`src/rtl/sdf_stage_ctrl_pkg.sv`:
```
// Shared constants and types for the 32-point SDF FFT stage controllers.
// Latency: none (declarations only).
// Backpressure: none (declarations only).
package sdf_stage_ctrl_pkg;

  localparam int FFT_N    = 32;
  localparam int FFT_LOGN = $clog2(FFT_N);
  localparam int FFT_DW   = 19;
  localparam int FFT_TW   = 9;

  // Q1.7 unity: +1.0 = 128
  localparam logic signed [FFT_TW-1:0] Q17_ONE = 9'sd128;

  // Stage sequencer states, encoding visible on the state output
  localparam logic [1:0] ST_IDLE  = 2'b00;
  localparam logic [1:0] ST_PRIME = 2'b01;
  localparam logic [1:0] ST_RUN   = 2'b10;
  localparam logic [1:0] ST_FLUSH = 2'b11;

  // One twiddle factor, real and imaginary parts in Q1.7
  typedef struct packed {
    logic signed [FFT_TW-1:0] re;
    logic signed [FFT_TW-1:0] im;
  } tw_t;

endpackage

```
`src/rtl/sdf_stage_ctrl_if.sv`:
```
// Sample/control bundle between an SDF stage controller and its neighbours.
// Latency: none (wires only).
// Backpressure: ready_o from the controller gates valid_i acceptance.
interface sdf_stage_ctrl_if
  import sdf_stage_ctrl_pkg::*;
#(
  parameter int DW = FFT_DW,
  parameter int TW = FFT_TW
);

  logic                 valid_i;
  logic                 last_i;
  logic                 ready_o;
  logic signed [DW-1:0] data_in_r;
  logic signed [DW-1:0] data_in_i;
  logic signed [DW-1:0] data_out_r;
  logic signed [DW-1:0] data_out_i;
  logic [1:0]           state;
  logic                 shift_en;
  logic                 bf_mode;
  logic signed [TW-1:0] WN_r;
  logic signed [TW-1:0] WN_i;
  logic                 valid_o;
  logic                 err_o;

  // Upstream side: supplies samples, observes the stage controls
  modport master (
    output valid_i, last_i, data_in_r, data_in_i,
    input  ready_o, data_out_r, data_out_i, state, shift_en, bf_mode,
           WN_r, WN_i, valid_o, err_o
  );

  // Controller side
  modport slave (
    input  valid_i, last_i, data_in_r, data_in_i,
    output ready_o, data_out_r, data_out_i, state, shift_en, bf_mode,
           WN_r, WN_i, valid_o, err_o
  );

endinterface

```
`src/rtl/sdf_stage_ctrl_twiddle_rom.sv`:
```
// Twiddle lookup W_32^k = round(128cos(2pi k/32)) - j*round(128sin(2pi k/32)), k = 0..15.
// Latency: combinational; the caller registers the result.
// Backpressure: none.
module sdf_stage_ctrl_twiddle_rom
  import sdf_stage_ctrl_pkg::*;
(
  input  logic [FFT_LOGN-2:0] k,
  output tw_t                 w
);

  // Constant table, rounded half away from zero
  always_comb begin
    w.re = Q17_ONE;
    w.im = '0;
    case (k)
      4'd0:  begin w.re =  9'sd128; w.im =  9'sd0;   end
      4'd1:  begin w.re =  9'sd126; w.im = -9'sd25;  end
      4'd2:  begin w.re =  9'sd118; w.im = -9'sd49;  end
      4'd3:  begin w.re =  9'sd106; w.im = -9'sd71;  end
      4'd4:  begin w.re =  9'sd91;  w.im = -9'sd91;  end
      4'd5:  begin w.re =  9'sd71;  w.im = -9'sd106; end
      4'd6:  begin w.re =  9'sd49;  w.im = -9'sd118; end
      4'd7:  begin w.re =  9'sd25;  w.im = -9'sd126; end
      4'd8:  begin w.re =  9'sd0;   w.im = -9'sd128; end
      4'd9:  begin w.re = -9'sd25;  w.im = -9'sd126; end
      4'd10: begin w.re = -9'sd49;  w.im = -9'sd118; end
      4'd11: begin w.re = -9'sd71;  w.im = -9'sd106; end
      4'd12: begin w.re = -9'sd91;  w.im = -9'sd91;  end
      4'd13: begin w.re = -9'sd106; w.im = -9'sd71;  end
      4'd14: begin w.re = -9'sd118; w.im = -9'sd49;  end
      4'd15: begin w.re = -9'sd126; w.im = -9'sd25;  end
      default: begin w.re = Q17_ONE; w.im = '0; end
    endcase
  end

endmodule

```
`src/rtl/sdf_stage_ctrl.sv`:
```
// Sequencer for one radix-2 SDF DIF stage: butterfly mode, delay-line shift, twiddle, valid.
// Latency: 1 cycle from accepted sample to registered data/controls; flush steps likewise trail the FLUSH state by 1.
// Backpressure: ready_o is low for the D cycles of FLUSH; valid_i is ignored while low.
module sdf_stage_ctrl
  import sdf_stage_ctrl_pkg::*;
#(
  parameter int N     = FFT_N,
  parameter int STAGE = 0,
  parameter int DW    = FFT_DW,
  parameter int TW    = FFT_TW
)(
  input  logic         clk,
  input  logic         rst,
  sdf_stage_ctrl_if.slave bus
);

  localparam int LOGN = $clog2(N);
  localparam int D    = N >> (STAGE + 1);
  localparam int CW   = $clog2(2 * D);   // block counter width, at least 1
  localparam int KW   = LOGN - 1;        // twiddle index width (k < N/2)

  localparam logic [CW-1:0] D_M1     = CW'(D - 1);
  localparam logic [CW-1:0] LAST_CNT = CW'(2 * D - 1);
  localparam logic signed [TW-1:0] W_ONE = TW'(Q17_ONE);

  logic [1:0]    st;
  logic [CW-1:0] cnt;
  logic [CW-1:0] fcnt;
  logic          accept;
  logic          fill;
  logic          blk_end;
  logic [KW-1:0] k_idx;
  logic [KW-1:0] k_sel;
  tw_t           w_rom;

  assign bus.state   = st;
  assign bus.ready_o = (st != ST_FLUSH);
  assign accept      = bus.valid_i & (st != ST_FLUSH);
  // 2D is a power of two, so the first half of the block is cnt MSB clear
  assign fill        = ~cnt[CW-1];
  assign blk_end     = (st == ST_RUN) && (cnt == LAST_CNT);

  // Twiddle exponent: fill position or flush step, scaled by the stage stride; 0 for butterfly
  always_comb begin
    k_idx = '0;
    if (st == ST_FLUSH)
      k_idx = KW'(fcnt);
    else if (fill)
      k_idx = KW'(cnt & D_M1);
  end

  assign k_sel = k_idx << STAGE;

  sdf_stage_ctrl_twiddle_rom u_twiddle_rom (
    .k (k_sel),
    .w (w_rom)
  );

  // FSM with the in-block sample counter and the flush step counter
  always_ff @(posedge clk or negedge rst) begin
    if (!rst) begin
      st   <= ST_IDLE;
      cnt  <= '0;
      fcnt <= '0;
    end else if (st == ST_FLUSH) begin
      if (fcnt == D_M1) begin
        st   <= ST_IDLE;
        fcnt <= '0;
      end else begin
        fcnt <= fcnt + 1'b1;
      end
    end else if (accept) begin
      case (st)
        ST_IDLE, ST_PRIME: begin
          // Priming ends once the first D samples sit in the delay line
          st  <= (cnt == D_M1) ? ST_RUN : ST_PRIME;
          cnt <= cnt + 1'b1;
        end
        default: begin
          if (bus.last_i && blk_end) begin
            st  <= ST_FLUSH;
            cnt <= '0;
          end else begin
            cnt <= cnt + 1'b1;
          end
        end
      endcase
    end
  end

  // Output registers: sample and its controls, or one flush step of zeros
  always_ff @(posedge clk or negedge rst) begin
    if (!rst) begin
      bus.data_out_r <= {DW{1'b0}};
      bus.data_out_i <= {DW{1'b0}};
      bus.shift_en   <= 1'b0;
      bus.bf_mode    <= 1'b0;
      bus.valid_o    <= 1'b0;
      bus.err_o      <= 1'b0;
      bus.WN_r       <= W_ONE;
      bus.WN_i       <= '0;
    end else begin
      bus.err_o <= 1'b0;
      if (st == ST_FLUSH) begin
        bus.data_out_r <= {DW{1'b0}};
        bus.data_out_i <= {DW{1'b0}};
        bus.shift_en   <= 1'b1;
        bus.bf_mode    <= 1'b0;
        bus.valid_o    <= 1'b1;
        bus.WN_r       <= TW'(w_rom.re);
        bus.WN_i       <= TW'(w_rom.im);
      end else if (accept) begin
        bus.data_out_r <= bus.data_in_r;
        bus.data_out_i <= bus.data_in_i;
        bus.shift_en   <= 1'b1;
        bus.bf_mode    <= ~fill;
        bus.valid_o    <= (st == ST_RUN);
        bus.WN_r       <= TW'(w_rom.re);
        bus.WN_i       <= TW'(w_rom.im);
        // A misplaced last is flagged and otherwise ignored
        bus.err_o      <= bus.last_i & ~blk_end;
      end else begin
        bus.shift_en   <= 1'b0;
        bus.valid_o    <= 1'b0;
      end
    end
  end

endmodule

```
`src/flat_wrapper.sv`:
```
// flat-port wrapper written by rule: the top's interface ports become plain ports
module sdf_stage_ctrl_flat import sdf_stage_ctrl_pkg::*;
#(
  parameter int N     = FFT_N,
  parameter int STAGE = 0,
  parameter int DW    = FFT_DW,
  parameter int TW    = FFT_TW
)
  (clk, rst, bus_valid_i, bus_last_i, bus_data_in_r, bus_data_in_i, bus_ready_o, bus_data_out_r, bus_data_out_i, bus_state, bus_shift_en, bus_bf_mode, bus_WN_r, bus_WN_i, bus_valid_o, bus_err_o);
  sdf_stage_ctrl_if #(.DW(DW), .TW(TW)) bus_i ();
  input  logic clk;
  input  logic rst;
  input wire logic [$bits(bus_i.valid_i)-1:0] bus_valid_i;
  input wire logic [$bits(bus_i.last_i)-1:0] bus_last_i;
  input wire logic [$bits(bus_i.data_in_r)-1:0] bus_data_in_r;
  input wire logic [$bits(bus_i.data_in_i)-1:0] bus_data_in_i;
  output wire logic [$bits(bus_i.ready_o)-1:0] bus_ready_o;
  output wire logic [$bits(bus_i.data_out_r)-1:0] bus_data_out_r;
  output wire logic [$bits(bus_i.data_out_i)-1:0] bus_data_out_i;
  output wire logic [$bits(bus_i.state)-1:0] bus_state;
  output wire logic [$bits(bus_i.shift_en)-1:0] bus_shift_en;
  output wire logic [$bits(bus_i.bf_mode)-1:0] bus_bf_mode;
  output wire logic [$bits(bus_i.WN_r)-1:0] bus_WN_r;
  output wire logic [$bits(bus_i.WN_i)-1:0] bus_WN_i;
  output wire logic [$bits(bus_i.valid_o)-1:0] bus_valid_o;
  output wire logic [$bits(bus_i.err_o)-1:0] bus_err_o;
  assign bus_i.valid_i = bus_valid_i;
  assign bus_i.last_i = bus_last_i;
  assign bus_i.data_in_r = bus_data_in_r;
  assign bus_i.data_in_i = bus_data_in_i;
  assign bus_ready_o = bus_i.ready_o;
  assign bus_data_out_r = bus_i.data_out_r;
  assign bus_data_out_i = bus_i.data_out_i;
  assign bus_state = bus_i.state;
  assign bus_shift_en = bus_i.shift_en;
  assign bus_bf_mode = bus_i.bf_mode;
  assign bus_WN_r = bus_i.WN_r;
  assign bus_WN_i = bus_i.WN_i;
  assign bus_valid_o = bus_i.valid_o;
  assign bus_err_o = bus_i.err_o;
  sdf_stage_ctrl #(.N(N), .STAGE(STAGE), .DW(DW), .TW(TW)) u_core (.clk(clk), .rst(rst), .bus(bus_i));
endmodule
```
`config.mk`:
```
export PLATFORM = sky130hd
export DESIGN_NAME = sdf_stage_ctrl_flat
export DESIGN_NICKNAME = d
export VERILOG_FILES = /design/src/rtl/sdf_stage_ctrl_pkg.sv /design/src/rtl/sdf_stage_ctrl_if.sv /design/src/rtl/sdf_stage_ctrl_twiddle_rom.sv /design/src/rtl/sdf_stage_ctrl.sv /design/src/flat_wrapper.sv
export SDC_FILE = /design/constraint.sdc
export NUM_CORES = 1
export LEC_CHECK = 0
export CORE_MARGIN = 5
export CORE_UTILIZATION = 37
export DETAILED_ROUTE_END_ITERATION = 8
export PLACE_DENSITY_LB_ADDON = 0.12
export SLEW_MARGIN = 10
export SYNTH_ARGS = -nofsm -noshare
export SYNTH_HDL_FRONTEND = slang
export SYNTH_SLANG_ARGS = --single-unit
```
`constraint.sdc`:
```
create_clock -name clk -period 2.3 [get_ports clk]
set_input_delay 0.46 -clock clk [delete_from_list [all_inputs] [get_ports clk]]
set_output_delay 0.46 -clock clk [all_outputs]
set_load 0.005 [all_outputs]
```
---- Word-level counts from Yosys, hierarchy flattened ----
Memories as Yosys holds them, arrays and structs flattened.
Index checks and enable logic that the tools add are counted.
operators by class
  $add $sub $neg .......................... 2
  equality and inequality tests ........... 8
  multiplexer cells ....................... 27
  bitwise operators ....................... 4
  reductions and logical operators ........ 8
operators with widths
  cell                                                                    count
  19-bit 2-to-1 mux                                                       4
  9-bit 2-to-1 mux                                                        4
  5-bit 2-to-1 mux                                                        3
  2-bit 2-to-1 mux                                                        6
  5-bit by 1-bit adder with 5-bit output (second input constant)          2
  5-bit by 4-bit equality test with 1-bit output (second input constant)  2
  1-bit 2-to-1 mux                                                        8
  4-bit 2-to-1 mux                                                        2
  5-bit equality test (second input constant)                             1
  2-bit equality test (second input constant)                             2
  2-bit inequality test (second input constant)                           2
  3-bit AND reduction                                                     1
  3-bit nonzero test                                                      1
  1-bit bitwise AND                                                       2
  2-bit by 1-bit equality test with 1-bit output (second input constant)  1
  1-bit logical AND                                                       2
  2-bit zero test                                                         1
  1-bit NOT                                                               2
  2-bit AND reduction                                                     1
  2-bit nonzero test                                                      1
  2-bit OR reduction                                                      1
word-level totals
  flip-flop bits (word level) ............. 72
  ROM bits ................................ 288
  output and inout port bits .............. 63
  logic and storage cells ................. 61
  memories ................................ 1
memory list
  memory           words  bits a word  read ports  clocked after memory_dff  write ports  RTL line                          RTL
  (no name shown)  16     18           1           0                         0            sdf_stage_ctrl_twiddle_rom.sv:15  case (k)

---- Depth between registers and ports, before layout ----
Gate-level depths: netlist of the first run.
  depth after elaboration ................. 7
  mapped depth ............................ 10
  gate-level depth less buffers ........... 8

---- Hierarchy ----
Synthesis of the first run repeated with hierarchy kept, for this count alone.
unflattened totals
  cell total of the unflattened synthesis .. 309
  area total of the unflattened synthesis .. 3459.6 um^2
by module, submodules not included
  module                      instances  cells an instance  area an instance (um^2)  sequential area each (um^2)
  sdf_stage_ctrl              1          250                3026.7                   1803.0
  sdf_stage_ctrl_twiddle_rom  1          59                 432.9                    0.0

---- Least setup slack after synthesis of the first run ----
OpenSTA, ideal clock, no wires.
  kind .................................... register -> register
  start point ............................. register u_core.st[1], in the netlist u_core.bus.state[1]
  end point ............................... register u_core.bus.WN_r[3] in the netlist's numbering
  library setup time ...................... 0.123 ns
  arrival time ............................ 2.259 ns
  required time ........................... 2.177 ns
  slack ................................... -0.081 ns
  cell stages (with the launch flop) ...... 10
  period minus slack after synthesis ...... 2.381 ns
  cell sequence ........................... dfrtp_1 clkbuf_1 and3_1 a31oi_1 inv_1 ha_1 clkbuf_1 mux2_4 a221oi_2 nor2_1
between the ends
  word-level cells in the longest chain between the ends .. 5
  elaborated cells on any way between the ends .. 8
  those cells by class .................... 2 x eq/ne; 3 x mux; 1 x bitwise; 1 x reduce/logical; 1 x memory
RTL lines
  item                    RTL line                                     RTL
  from (decl)             sdf_stage_ctrl.sv:26                         logic [1:0] st;
  from (signal assigned)  sdf_stage_ctrl.sv:76                         st <= (cnt == D_M1) ? ST_RUN : ST_PRIME;
  2-bit equality test     sdf_stage_ctrl.sv:46, sdf_stage_ctrl.sv:104
  4-bit 2-to-1 mux        sdf_stage_ctrl.sv:46                         if (st == ST_FLUSH)
  memory 16 x 18 bit      --
  9-bit 2-to-1 mux        sdf_stage_ctrl.sv:112                        end else if (accept) begin
  9-bit 2-to-1 mux        sdf_stage_ctrl.sv:104                        if (st == ST_FLUSH) begin
  to (signal assigned)    sdf_stage_ctrl.sv:110                        bus.WN_r <= TW'(w_rom.re);
  to (signal assigned)    sdf_stage_ctrl.sv:118                        bus.WN_r <= TW'(w_rom.re);
  to (decl)               sdf_stage_ctrl_if.sv:37                      WN_r, WN_i, valid_o, err_o
Parallel ways exist; a longest one is shown, timed or not. The select of a mux whose other input is x is not followed.
A chain may end at the register's enable or synchronous reset.

---- Worst setup path after layout of the first run ----
  start point ............................. register u_core.st[1], in the netlist u_core.bus.state[1]
  end point ............................... output bus_ready_o
between the ends
  word-level cells in the longest chain between the ends .. 1
RTL lines
  item                   RTL line              RTL
  2-bit inequality test  sdf_stage_ctrl.sv:37  assign bus.ready_o = (st != ST_FLUSH);
  to (decl)              flat_wrapper.sv:17    output wire logic [$bits(bus_i.ready_o)-1:0] bus_ready_o;
No other way between the ends.

==> flow_metrics.tcl, run 1 <==
set metrics [dict create \
    status "finished clean" \
    drive_gt1_share_pct 9.58 \
    p_switching_mw 2.42 \
    syn2layout_area_growth_pct 42.3 \
    synth_cells 318 \
    synth_edf_count 0 \
    core_mm2 0.00872 \
    clk_latency_ns 0.34 \
    drt-wirelength-per-cell_um 15.2 \
    cts_root_buf "clkbuf_8" \
    power_frac_comb_pct 50.3 \
    criticalPathCategory "flip-flop to primary output" \
    preCtsSetupSlack_ns 0.132 \
    vias 2614 \
    p_sw_share_pct 36.0 \
    cts_hold_buf 0 \
    fin_nets 476 \
    crit_required_ns 1.84 \
    worst_slew_pin_slew_ns 0.636 \
    die_w_um 105 \
    synth_area_leader_cell "dfrtp_1" \
    syn_nets 370 \
    rrSetupSlack_ns 0.20 \
    power_density_mw_per_mm2 1430 \
    cts_tree "done" \
    port-buffer-count 104 \
    power_frac_seq_pct 31.5 \
    cts_resized 0 \
    finalSetupTns_ns 0 \
    grt_max_degree 43 \
    grt_pass1_vias 2662 \
    ys_seq_area_share_pct 53.7 \
    yosys_warnings 0 \
    cap_violations 0 \
    postRouteAntennaNets 0 \
    die_h_um 105 \
    start_util_pct 37.9 \
    vdd_ir_drop_max_mv 0.601 \
    period_minus_slack_ns 2.11 \
    max_freq_ghz 0.473 \
    routed_wl_um 8150 \
    max_slew_margin_pct 57.6 \
    drt_iter0_markers 89 \
    clk_path_buf_depth 2 \
    grt_setup_unrepaired "false" \
    period_share_pct 91.9 \
    cts_buffers 9 \
    gp_congestion 0.834 \
    ys_seq_elements 71 \
    hp-class "input pin to asynchronous set/reset pin" \
    antenna_found_initial 0 \
    grt_overflow 0 \
    path_clk_slew_ns 0.08 \
    pwr-share-clk_pct 18.2 \
    vias_per_cell 4.88 \
    rows 34 \
    track_usage_pct 15.0 \
    power.internal_mw 4.29 \
    synth.avg_cell_area_um2 10.4 \
    ys_async_sr_fraction_pct 100 \
    drc 0 \
    cts.sinks 71 \
    crit_path_end_kind "primary output" \
    p_leak_nw 2.16 \
    synth-main-ff-cell "dfrtp_1" \
    dp_hpwl_um 5950 \
    io_pins 105 \
    ys_top_cells_by_area "dfrtp_1 (53%), mux2i_1 (12%), nor2_1 (7.3%), ha_1 (3.8%), nand2_1 (3.1%)" \
    ys_types 44 \
    cts-htree-levels 3 \
    slew_violations 0 \
    yosys.area.top_type_share_pct 52.9 \
    dr.pass1.iters 4 \
    dieArea_mm2 0.0109 \
    timing.final.ws_setup_ns 0.186 \
    critPathArrivalTime_ns 1.65 \
    hold_viol 0 \
    fin_worst_skew_ns 0.00776 \
    grt_pass1_wl_um 13500 \
    syn_area_mm2 0.00331 \
    post_cts_buffers 0 \
    n_antenna_cell 0 \
    crit_path_max_fanout 9 \
    crit_path_start_kind "flip-flop" \
    setup_viol 0 \
]
==> flip-flops by register name, indices dropped and copies added, names as in the netlist <==
name,flops
u_core.fcnt,5
u_core.bus.bf_mode,1
u_core.bus.data_out_i,19
u_core.bus.state,2
u_core.cnt,5
u_core.bus.shift_en,1
u_core.bus.WN_r,9
u_core.bus.err_o,1
u_core.bus.valid_o,1
u_core.bus.data_out_r,19
u_core.bus.WN_i,8
==> worst paths after layout <==
path | start | endpoint | depth (start not counted)
max in group asynchronous | rst | u_core.bus.WN_r[7]$_DFFE_PN1P_ | 2
min reg2reg | u_core.bus.WN_r[0]$_DFFE_PN0P_ | u_core.bus.WN_r[0]$_DFFE_PN0P_ | 2
max | u_core.bus.state[1]$_DFFE_PN0P_ | bus_ready_o | 3
min in group clk | u_core.bus.WN_r[0]$_DFFE_PN0P_ | u_core.bus.WN_r[0]$_DFFE_PN0P_ | 2
min | rst | u_core.bus.WN_r[4]$_DFFE_PN0P_ | 2
max reg2reg | u_core.bus.state[1]$_DFFE_PN0P_ | u_core.bus.WN_r[3]$_DFFE_PN0P_ | 8
==> metrics by stage <==
step / power, mW / std cells / area, µm² / util (%) / hold WS, ns
final: 6.71 / 536 / 4710 / 54.0 / 0.127
after global routing: 7.24 / 536 / 4710 / 54.0 / 0.167
after CTS: 6.78 / 536 / 4710 / 54.0 / 0.132
after detailed placement: 5.54 / 521 / 4460 / 51.2 / 0.461
after global placement: 5.49 / 521 / 4460 / 51.2 / 0.455
after floorplan: 3.99 / 318 / 3320 / - / 0.164
==> per-layer routing <==
layer  GRT usage (%)  share of wire (%)  vias up
met2            22.7                 45       85
met4            5.11                1.7        0
met3            5.49                7.8       10
met5               0                  0        -
li1                -                  -     1300
met1            19.9                 45     1219
==> power groups by stage <==
stage	Sequential, mW	Clock (mW)	Combinational [mW]
2_1_floorplan	2.12	0	1.87
3_3_place_gp	2.13	0	3.37
3_5_place_dp	2.14	0	3.40
4_1_cts	2.12	1.24	3.42
5_1_grt	2.20	1.30	3.74
6_report	2.12	1.22	3.38
==> critical path, stage by stage, from the launching register on <==
cell and delay [ns]:
dfrtp_2 0.45, and2_4 0.17, inv_2 0.15, clkdlybuf4s50_1 0.55
==> cells in the mapped netlist, drive strengths merged (5+ instances only) <==
master,instances
clkbuf,10
ha,10
nand2,27
o21ai,15
a31oi,8
nand3,5
dfrtp,70
nor2,64
inv,5
a21oi,9
mux2i,39
buf,11
==> layout make-up <==
class                   instances  area (µm²)
clock inverters                 5         106
repair buffers                116        1120
inverters                       5        22.5
fillers                       789        4010
flip-flops and latches         71        1780
well taps                     108         135
multi-input cells             221        1410
clock buffers                  10         138
==> cell families after synthesis <==
logic type      count (synthesis)  synth area share, %
compound gates                 54                 10.9
mux                            41                 12.6
simple gates                  114                 14.6
fa+ha+maj                      10                 3.78
buf+inv                        26                 3.89
flops                          71                 53.7
xor+xnor                        2                0.529
==> cells in the final DEF, fill, tap and decap left out, types with 4 or more instances in the layout <==
master             n
dfrtp_1           69
clkdlybuf4s50_1  102
o21a_1             4
a21oi_1            9
nand3_1            5
o211ai_1           4
nor3_1             4
a31oi_1            6
buf_4             12
nand2_1           27
o21ai_0           13
nor2_1            64
clkbuf_8          10
mux2i_1           39
and3_1             4
ha_1              10
(Power assumes the default switching activity.)
==> inputs of run 2 (changes only) <==
--- a/config.mk
+++ b/config.mk
@@ -5,9 +5,11 @@
 export SDC_FILE = /design/constraint.sdc
 export NUM_CORES = 1
 export LEC_CHECK = 0
+export CORE_ASPECT_RATIO = 1.1
 export CORE_MARGIN = 5
 export CORE_UTILIZATION = 37
 export DETAILED_ROUTE_END_ITERATION = 8
+export GPL_ROUTABILITY_DRIVEN = 0
 export PLACE_DENSITY_LB_ADDON = 0.12
 export SLEW_MARGIN = 10
 export SYNTH_ARGS = -nofsm -noshare
==> flow_metrics.tcl, run 2 (same netlist as run 1, synthesis figures left out) <==
set metrics [dict create \
    status "finished clean" \
    layout_commonest_cell "clkdlybuf4s50_1" \
    cts-htree-levels 3 \
    crit_required_ns 1.84 \
    power.internal_mw 4.05 \
    multi_input_area_mm2 0.00141 \
    grt_pass1_vias 2668 \
    drive_gt1_share_pct 9.53 \
    clk_latency_ns 0.35 \
    timing.final.ws_setup_ns 0.183 \
    crit_path_start_kind "flip-flop" \
    track_usage_pct 15.4 \
    pwr-share-clk_pct 15.5 \
    grt_overflow 0 \
    crit_path_max_fanout 9 \
    cts_root_buf "clkbuf_8" \
    cts.sinks 71 \
    p_sw_share_pct 37.3 \
    setup_viol 0 \
    hold_viol 0 \
    rows 36 \
    area.sequential_mm2 0.00178 \
    mostFrequentLayoutCells "clkdlybuf4s50_1 (102), dfrtp_1 (69), nor2_1 (64), mux2i_1 (39), nand2_1 (27)" \
    crit_path_end_kind "primary output" \
    fin_worst_skew_ns 0.0109 \
    cap_violations 0 \
    start_util_pct 37.7 \
    max_slew_margin_pct 64.6 \
    port-buffer-count 104 \
    postRouteAntennaNets 0 \
    power_frac_seq_pct 32.8 \
    final.fill_count 835 \
    dp_hpwl_um 5920 \
    vdd_ir_drop_max_mv 0.585 \
    n_antenna_cell 0 \
    die_w_um 100 \
    worst_slew_pin_slew_ns 0.531 \
    drt-wirelength-per-cell_um 15.0 \
    power_density_mw_per_mm2 1380 \
    path_clk_slew_ns 0.08 \
    core_mm2 0.00878 \
    vias 2616 \
    period_share_pct 92.0 \
    power_frac_comb_pct 51.7 \
    p_leak_nw 2.15 \
    drc 0 \
    period_minus_slack_ns 2.12 \
    grt_pass1_wl_um 13300 \
    preCtsSetupSlack_ns 0.162 \
    die_h_um 109 \
    drt_iter0_markers 121 \
    reg2regPathDepth 8 \
    io_pins 105 \
    criticalPathCategory "flip-flop to primary output" \
    p_switching_mw 2.41 \
    grt_setup_unrepaired "false" \
    top_regs "u_core.bus.data_out_i (19), u_core.bus.data_out_r (19), u_core.bus.WN_r (9)" \
    hp-class "input pin to asynchronous set/reset pin" \
    post_cts_buffers 0 \
    grt_max_degree 43 \
    cts_tree "done" \
    max_freq_ghz 0.472 \
    fin_nets 477 \
    dr.pass1.iters 6 \
    routed_wl_um 8140 \
    dieArea_mm2 0.0109 \
    antenna_found_initial 0 \
    vias_per_cell 4.81 \
    total_power_mw 6.46 \
    slew_violations 0 \
    cts_buffers 9 \
    finalSetupTns_ns 0 \
    clk_path_buf_depth 2 \
    critPathArrivalTime_ns 1.66 \
    syn2layout_area_growth_pct 42.0 \
]
## run 2: cell types whose count changed in the layout (fill, tap and decap cells not counted)
| cell | previous run | this run |
|---|---|---|
| inv_1 | 3 | 4 |
| clkinv_4 | 1 | 0 |
| clkinv_2 | 0 | 1 |
| inv_6 | 0 | 2 |
| buf_4 | 12 | 11 |
| clkbuf_8 | 10 | 9 |
| buf_12 | 0 | 2 |
| clkbuf_1 | 0 | 1 |
| bufinv_16 | 3 | 1 |
## run 2: routing by layer
metal  share of wire, %  vias to the layer above  wire, µm  GRT usage (%)
li1                   -                     1298         -              -
met1                 45                     1242      3630           19.5
met2                 48                       68      3940           24.9
met3                5.7                        8       464           4.67
met4                1.3                        0       109           5.68
met5                  0                        -         0              0
## run 2: timing repair
item	in CTS	in global routing
hold buffers	0	0
endpoints found under the setup margin	0	1
gates resized for setup	0	1
## run 2: final timing paths
check / slack (ns) / to / startpoint
max: 0.18 / bus_ready_o / u_core.bus.state[1]$_DFFE_PN0P_
min: 0.09 / u_core.bus.WN_i[4]$_DFFE_PN0P_ / rst
max reg2reg: 0.20 / u_core.bus.WN_r[3]$_DFFE_PN0P_ / u_core.bus.state[1]$_DFFE_PN0P_
min reg2reg: 0.48 / u_core.bus.WN_r[0]$_DFFE_PN0P_ / u_core.bus.WN_r[0]$_DFFE_PN0P_
max in group asynchronous: 1.64 / u_core.bus.WN_r[7]$_DFFE_PN1P_ / rst
min in group clk: 0.48 / u_core.bus.WN_r[0]$_DFFE_PN0P_ / u_core.bus.WN_r[0]$_DFFE_PN0P_
## run 2: layout make-up
class,instances,share of cell area [%]
Sequential cell,71,37.9
Multi-Input combinational cell,221,30.0
Timing Repair Buffer,117,24.6
Tap cell,114,3.04
Clock buffer,10,2.72
Clock inverter,6,1.44
Inverter,5,0.399
## run 2: critical path, cell delays in order (launching register included)
cell             delay (ns)
dfrtp_2                0.45
and2_4                 0.17
inv_2                  0.14
clkdlybuf4s50_1        0.55
## run 2: through the flow
| stage | utilization [%] | std cells | hold WS, ns | cell area, µm² |
|---|---|---|---|---|
| floorplan | - | 318 | 0.164 | 3320 |
| global placement | 51.3 | 528 | 0.458 | 4500 |
| detailed placement | 51.3 | 528 | 0.463 | 4500 |
| CTS | 53.5 | 544 | 0.0926 | 4700 |
| global route | 53.5 | 544 | 0.113 | 4700 |
| finish | 53.5 | 544 | 0.0857 | 4700 |
## run 2: power by group through the flow
stage / clock, mW / sequential (mW) / combinational, mW
after floorplan: 0 / 2.12 / 1.87
after global placement: 0 / 2.13 / 3.35
final: 1.00 / 2.12 / 3.34
after detailed placement: 0 / 2.14 / 3.36
after CTS: 1.03 / 2.13 / 3.38
after global routing: 1.09 / 2.20 / 3.73
==> inputs of run 3 (changes only) <==
--- a/config.mk
+++ b/config.mk
@@ -8,6 +8,7 @@
 export CORE_ASPECT_RATIO = 1.1
 export CORE_MARGIN = 5
 export CORE_UTILIZATION = 37
+export CTS_CLUSTER_DIAMETER = 50
 export DETAILED_ROUTE_END_ITERATION = 8
 export GPL_ROUTABILITY_DRIVEN = 0
 export PLACE_DENSITY_LB_ADDON = 0.12
==> results of run 3 <==
Final layout, timing and power as in run 2 (identical DEF).
